===== src/rtl/uart_rx_fifo.sv =====
// uart_rx_fifo: 8N1 UART receiver with start/stop checking feeding an 8-entry first-word-fall-through FIFO
module uart_rx_fifo #(
    parameter int bps   = 9600,
    parameter int CLK_F = 12_000_000
) (
    input  logic       clk,
    input  logic       rst,
    input  logic       rx,
    input  logic       rd_en,
    output logic [7:0] data,
    output logic       empty,
    output logic       full,
    output logic [3:0] level,
    output logic       busy,
    output logic       frame_err,
    output logic       overflow
);
    localparam int DIV  = CLK_F / bps;
    localparam int HALF = DIV / 2;
    localparam int CW   = $clog2(DIV);

    typedef enum logic [2:0] {IDLE, START, DATA, STOP, RECOVER} state_t;

    state_t        state_q, state_d;
    logic [1:0]    sync_q, sync_d;
    logic [CW-1:0] cnt_q, cnt_d;
    logic [2:0]    idx_q, idx_d;
    logic [7:0]    sh_q, sh_d;
    logic [7:0]    mem_q [8];
    logic [7:0]    mem_d [8];
    logic [2:0]    rd_ptr_q, rd_ptr_d, wr_ptr_q, wr_ptr_d;
    logic [3:0]    level_q, level_d;
    logic          fe_q, fe_d, ov_q, ov_d;
    logic          rxs, tick, push, pop, wr;

    assign rxs  = sync_q[1];
    assign tick = cnt_q == '0;

    always_comb begin
        state_d = state_q;
        cnt_d   = cnt_q;
        idx_d   = idx_q;
        sh_d    = sh_q;
        push    = 1'b0;
        fe_d    = 1'b0;
        sync_d  = {sync_q[0], rx};
        case (state_q)
            IDLE: if (!rxs) begin
                cnt_d   = CW'(HALF - 1);
                state_d = START;
            end
            START: if (!tick) cnt_d = cnt_q - 1'b1;
            else if (rxs) state_d = IDLE;
            else begin
                cnt_d   = CW'(DIV - 1);
                idx_d   = 3'd0;
                state_d = DATA;
            end
            DATA: if (!tick) cnt_d = cnt_q - 1'b1;
            else begin
                sh_d    = {rxs, sh_q[7:1]};
                cnt_d   = CW'(DIV - 1);
                idx_d   = idx_q + 3'd1;
                state_d = idx_q == 3'd7 ? STOP : DATA;
            end
            STOP: if (!tick) cnt_d = cnt_q - 1'b1;
            else begin
                push    = rxs;
                fe_d    = !rxs;
                state_d = rxs ? IDLE : RECOVER;
            end
            RECOVER: state_d = rxs ? IDLE : RECOVER;
            default: state_d = IDLE;
        endcase
    end

    // A pop on the same edge frees a slot, so a push into a full FIFO still lands
    always_comb begin
        pop      = rd_en && level_q != 4'd0;
        wr       = push && (level_q != 4'd8 || pop);
        ov_d     = push && !wr;
        level_d  = level_q + 4'(wr) - 4'(pop);
        rd_ptr_d = pop ? rd_ptr_q + 3'd1 : rd_ptr_q;
        wr_ptr_d = wr ? wr_ptr_q + 3'd1 : wr_ptr_q;
        mem_d    = mem_q;
        if (wr) mem_d[wr_ptr_q] = sh_q;
    end

    always_ff @(posedge clk) begin
        if (rst) begin
            state_q  <= IDLE;
            sync_q   <= 2'b11;
            cnt_q    <= '0;
            idx_q    <= '0;
            sh_q     <= '0;
            mem_q    <= '{default: '0};
            rd_ptr_q <= '0;
            wr_ptr_q <= '0;
            level_q  <= '0;
            fe_q     <= 1'b0;
            ov_q     <= 1'b0;
        end else begin
            state_q  <= state_d;
            sync_q   <= sync_d;
            cnt_q    <= cnt_d;
            idx_q    <= idx_d;
            sh_q     <= sh_d;
            mem_q    <= mem_d;
            rd_ptr_q <= rd_ptr_d;
            wr_ptr_q <= wr_ptr_d;
            level_q  <= level_d;
            fe_q     <= fe_d;
            ov_q     <= ov_d;
        end
    end

    assign empty     = level_q == 4'd0;
    assign full      = level_q == 4'd8;
    assign level     = level_q;
    assign data      = empty ? 8'h00 : mem_q[rd_ptr_q];
    assign busy      = state_q != IDLE;
    assign frame_err = fe_q;
    assign overflow  = ov_q;
endmodule


===== config.mk =====
export PLATFORM = sky130hd
export DESIGN_NAME = uart_rx_fifo
export DESIGN_NICKNAME = d
export VERILOG_FILES = /design/src/rtl/uart_rx_fifo.sv
export SDC_FILE = /design/constraint.sdc
export NUM_CORES = 1
export LEC_CHECK = 0
export ABC_CLOCK_PERIOD_IN_PS = 3250
export BUFFER_PORTS_ARGS = -buffer_cell sky130_fd_sc_hd__buf_2
export CAP_MARGIN = 10
export CORE_MARGIN = 10
export CORE_UTILIZATION = 50
export DETAILED_ROUTE_END_ITERATION = 12
export PLACE_DENSITY = 0.67
export SYNTH_ARGS = -nofsm -noshare
export SYNTH_HDL_FRONTEND = slang
export SYNTH_SLANG_ARGS = --single-unit

===== constraint.sdc =====
create_clock -name clk -period 3.25 [get_ports clk]
set_input_delay 0.65 -clock clk [delete_from_list [all_inputs] [get_ports clk]]
set_output_delay 0.65 -clock clk [all_outputs]
set_load 0.01 [all_outputs]

Word level (Yosys, flattened, before mapping)

Cells that the tools add are included.
Widths: inputs -> output; s select.

Bitwise gates (word level): 4
$add $sub $neg: 6
Mux-type cells: 27
Equality and inequality tests: 14
Reduce and logical (&&, ||, !) cells: 19
$lt $le $gt $ge: 3

Operators by type and width:

| cell                  | number |
|---|---|
| $bwmux 64             | 1 |
| $mux 11               | 5 |
| $pmux 11 s4           | 1 |
| $mux 8                | 4 |
| $bmux 8 s3            | 1 |
| $demux 8 s3           | 1 |
| $mux 3                | 8 |
| $pmux 3 s5            | 1 |
| $ne 2x2->1 const B    | 6 |
| $reduce_and 4->1      | 3 |
| $logic_not 11->1      | 1 |
| $sub 11x1->11 const B | 1 |
| $add 3x1->3 const B   | 3 |
| $ge 4x4->1 const B    | 2 |
| $not 3->4             | 2 |
| $reduce_bool 4->1     | 2 |
| $eq 3x2->1 const B    | 2 |
| $eq 3x3->1 const B    | 2 |
| $pmux 3 s2            | 1 |
| $add 4x1->4           | 1 |
| $eq 4x4->1 const B    | 1 |
| $logic_and 1x1->1     | 4 |
| $logic_not 4->1       | 1 |
| $lt 4x1->1 const B    | 1 |
| 14 further kinds      | 18 |

Output and inout port bits: 17
Bits of input ports: 4
Logic and storage cells: 91
Register bits: 103

Depth between registers and ports, before layout

Depth in word-level cells: 6
Depth in mapped cells: 13
Depth with buffers taken out: 12

Worst setup path before layout

No wires, ideal clock.

Kind: register to register
Start: reg cnt_q[2]
End: reg level_q[2] (netlist: level[2])
Data arrival time: 2.759 ns
Data required time: 3.122 ns
Period minus slack after synthesis: 2.887 ns
Buffers on the path: 2
Stages on the path, launching flop included: 13
Setup time: 0.128 ns
Slack: 0.363 ns
Path through: dfxtp_1 > or4_1 > buf_2 > nor4_4 > buf_6 > nand2_1 > ha_1 > inv_1 > ha_1 > inv_1 > fa_1 > xor2_1 > nor2_1

Word-level cells in the longest chain between the ends: 6

RTL lines:

| what                   | RTL line | RTL |
|---|---|---|
| from (decl)            | 26       | `logic [CW-1:0] cnt_q, cnt_d;` |
| from (signal assigned) | 105      | `cnt_q <= cnt_d;` |
| $logic_not 11->1       | 37       | `assign tick = cnt_q == '0;` |
| $mux 1                 | 66       | `STOP: if (!tick) cnt_d = cnt_q - 1'b1;` |
| $mux 1                 | 47       | `case (state_q)` |
| $logic_and 1x1->1      | 80       | `wr = push && (level_q != 4'd8 \|\| pop);` |
| $add 4x1->4            | 82       | `level_d = level_q + 4'(wr) - 4'(pop);` |
| $sub 4x1->4            | 82       |  |
| to (signal assigned)   | 111      | `level_q <= level_d;` |
| to (decl)              | 32       | `logic [3:0] level_q, level_d;` |

Every way passes these cells.
A chain may end at the register's enable or synchronous reset.

Final worst setup path

Ends and elaborated chain as after synthesis.

==> key figures <==
CTS
  – Post-CTS setup buffers: 0
  – Bufs on Longest Clock Path: 2
  – Worst-skew pair later-pin latency: 0.37 ns
  – Post-CTS Hold Buffers: 0
  – CTS H-tree lvls: 3
  – CTS Buf Count: 9
  – CTS tree: built
  – Number of gates resized after cts: 0
  – CTS clock-pin slew for the worst setup and hold paths: 0.11 ns
  – Clk sinks: 103
  – CTS Root Cell: clkbuf_8

Yosys
  – Synth warn: 0
  – Synth cell count leaders: dfxtp_1 (103), nor2_1 (98), mux2i_1 (75), nand2_1 (30), clkbuf_1 (27)
  – Top_reg_cell synth: dfxtp_1
  – Synth async-reset ratio: 0
  – Main area contributors after synthesis: dfxtp_1 (43%), mux2i_1 (16%), nor2_1 (7.6%)
  – Post-synth top area cell: dfxtp_1
  – Post-Syn Instances: 501
  – Synthesized area per cell: 9.66 µm²
  – Yosys top cell area share: 0.426
  – Syn nets: 518
  – Post-synth EDFFs: 0
  – Yosys reg bits: 103
  – Cell area after synthesis: 4840 µm²
  – Count leader, synth: dfxtp_1
  – Seq/Total Area, Yosys: 0.426
  – Distinct cells, synth: 45

Critical path
  – FF-to-FF path depth: 10
  – Critical Path AT: 2.97 ns
  – Critical path type: register to register
  – Critical Path RT: 3.50 ns
  – Reg2Reg Setup Slack: 0.53 ns
  – CP Max Fanout: 6
  – Crit path capture: level[2]
  – Critical Path Sink Type: register
  – RR Endpoint: level[2]
  – Startpoint types: register
  – R2r startpoint: cnt_q[2]
  – Critical Path Start: cnt_q[2]

Routing
  – # DRC: 0
  – Via density per instance: 5.46
  – Post-detailed-route count of antenna-violating nets: 0
  – Total number of vias: 3497
  – Per-cell routed wire length: 15.9 µm
  – Initial drt markers: 191
  – Post-Route WL: 10200 µm
  – DR pass1 iterations: 4
  – Top Layer Used: met4
  – WL met2: 4670 µm
  – Wl on met1: 5130 µm
  – DR WL met3: 323 µm

GRT
  – First-pass GRT wire length: 17300 µm
  – Largest net degree at the start of global routing: 65
  – GRT Overall Usage: 0.145
  – Number of global-route vias before repair: 3436
  – Initial antenna violation count: 0
  – Total gr overflow: 0

Placed design
  – Detailed placement HPWL: 6880 µm
  – RD Place Congestion: 0.842
  – I/O Buffers: 20
  – Placed Instances: 625
  – Post-place setup slack: 0.509 ns

STA
  – Final Max Tran Viols: 0
  – Setup ws final: 0.527 ns
  – RSZ-0062 raised after global routing: no
  – Fmax: 0.367 GHz
  – Final hold vios: 0
  – Final period util: 0.838
  – Final Setup Violations: 0
  – Worst-margin pin slew: 0.694 ns
  – Final setup TNS: 0 ns
  – Min Tclk post-route: 2.72 ns
  – Clock Skew: 0.0197 ns
  – Rel. slew slack: 0.538

Layout
  – Finished Layout Cells: 641
  – Count of nets after finishing: 524
  – Synth-to-layout area growth: 8.66%
  – Antenna fix cells: 0
  – Layout cell share with drive strength beyond 1: 0.146

Floorplanning
  – Die height: 118 µm
  – Core Area: 9330 µm²
  – FP Rows: 35
  – Chip Width: 118 µm
  – Ports: 21
  – Die area: 14000 µm²
  – Starting density of the core: 0.519

Pwr
  – Power per Cell Area: 566 nW/µm²
  – Static leakage: 2.38 nW
  – Peak VDD IR: 0.362 mV

Worst hold path
  – HP Class: register to register

Run
  – Max Cap Viol: 0

Run status
  – Outcome: completed
where the power goes:
group	switching, W	internal [W]	total (W)
Clock	0.000479	0.000375	0.000853
Combinational	0.000437	0.000324	0.000761
Sequential	0.0000477	0.00131	0.00136
Total	0.000963	0.00201	0.00298
critical path, stage by stage (launching register included):
cell	delay, ns
dfxtp_1	0.36
or4_1	0.67
nor4_4	0.32
nand2_1	0.15
ha_1	0.29
inv_1	0.05
ha_1	0.16
inv_1	0.05
fa_1	0.37
xor2_1	0.13
nor2_1	0.05
kinds of logic (layout without fill, tap and decap cells):
family,count (synthesis),count (layout),synth area share
xor+xnor,11,11,0.0199
buf+inv,52,63,0.0463
simple gates,183,183,0.179
flops,103,103,0.426
compound gates,48,48,0.0634
fa+ha+maj,13,13,0.0352
mux,91,91,0.230
worst min path at each step:
stage | startpoint | endpoint | slack [ns] | cells after the start
floorplan | sync_q[0] | sync_q[1] | 0.39 | 1
global placement | sync_q[0] | sync_q[1] | 0.41 | 1
detailed placement | sync_q[0] | sync_q[1] | 0.41 | 1
CTS | sync_q[0] | sync_q[1] | 0.43 | 1
global route | sync_q[0] | sync_q[1] | 0.48 | 1
finish | sync_q[0] | sync_q[1] | 0.44 | 1
layout make-up:
cell class | instances | area (µm²)
clock inverter | 7 | 83.8
multi-input combinational | 346 | 2550
fill | 842 | 4070
clock buffer | 9 | 124
tap | 129 | 161
inverter | 11 | 41.3
timing repair buffer | 36 | 233
sequential | 103 | 2060
cell usage in the layout, fill, tap and decap left out, types with 4 or more instances in the layout:
| cell type | netlist | layout |
|---|---|---|
| nand2_1 | 30 | 30 |
| mux4_2 | 16 | 16 |
| clkbuf_8 | 0 | 9 |
| nand2b_1 | 4 | 4 |
| or4_1 | 5 | 5 |
| xnor2_1 | 7 | 7 |
| buf_4 | 4 | 15 |
| a21oi_1 | 17 | 17 |
| mux2i_1 | 75 | 75 |
| buf_2 | 5 | 20 |
| a211oi_1 | 5 | 5 |
| a31oi_1 | 5 | 5 |
| nor3_1 | 9 | 9 |
| xor2_1 | 4 | 4 |
| dfxtp_1 | 103 | 103 |
| inv_1 | 11 | 11 |
| o21ai_0 | 4 | 4 |
| nor2b_1 | 6 | 6 |
| nor2_1 | 98 | 98 |
| ha_1 | 12 | 12 |
| or3_1 | 5 | 5 |
| nand4b_1 | 4 | 4 |
stage by stage:
step,utilization,instance area [µm²],hold WS (ns),power [W]
global route,0.564,5260,0.479,0.00314
detailed placement,0.541,5050,0.407,0.00215
CTS,0.564,5260,0.430,0.00300
finish,0.564,5260,0.437,0.00298
global placement,0.541,5050,0.412,0.00214
floorplan,-,4840,0.389,0.00194
registers in the layout (all words and copies together), names as in the netlist:
register	cells
cnt_q	11
mem_q	64
rd_ptr_q	3
state_q	3
idx_q	3
frame_err	1
wr_ptr_q	3
sh_q	8
sync_q	2
overflow	1
level	4
routing by layer:
metal / GRT usage / vias to the layer above
li1: - / 1755
met1: 0.202 / 1680
met2: 0.228 / 54
met3: 0.0205 / 8
met4: 0.0435 / 0
met5: 0 / -
(Power assumes the default switching activity.)
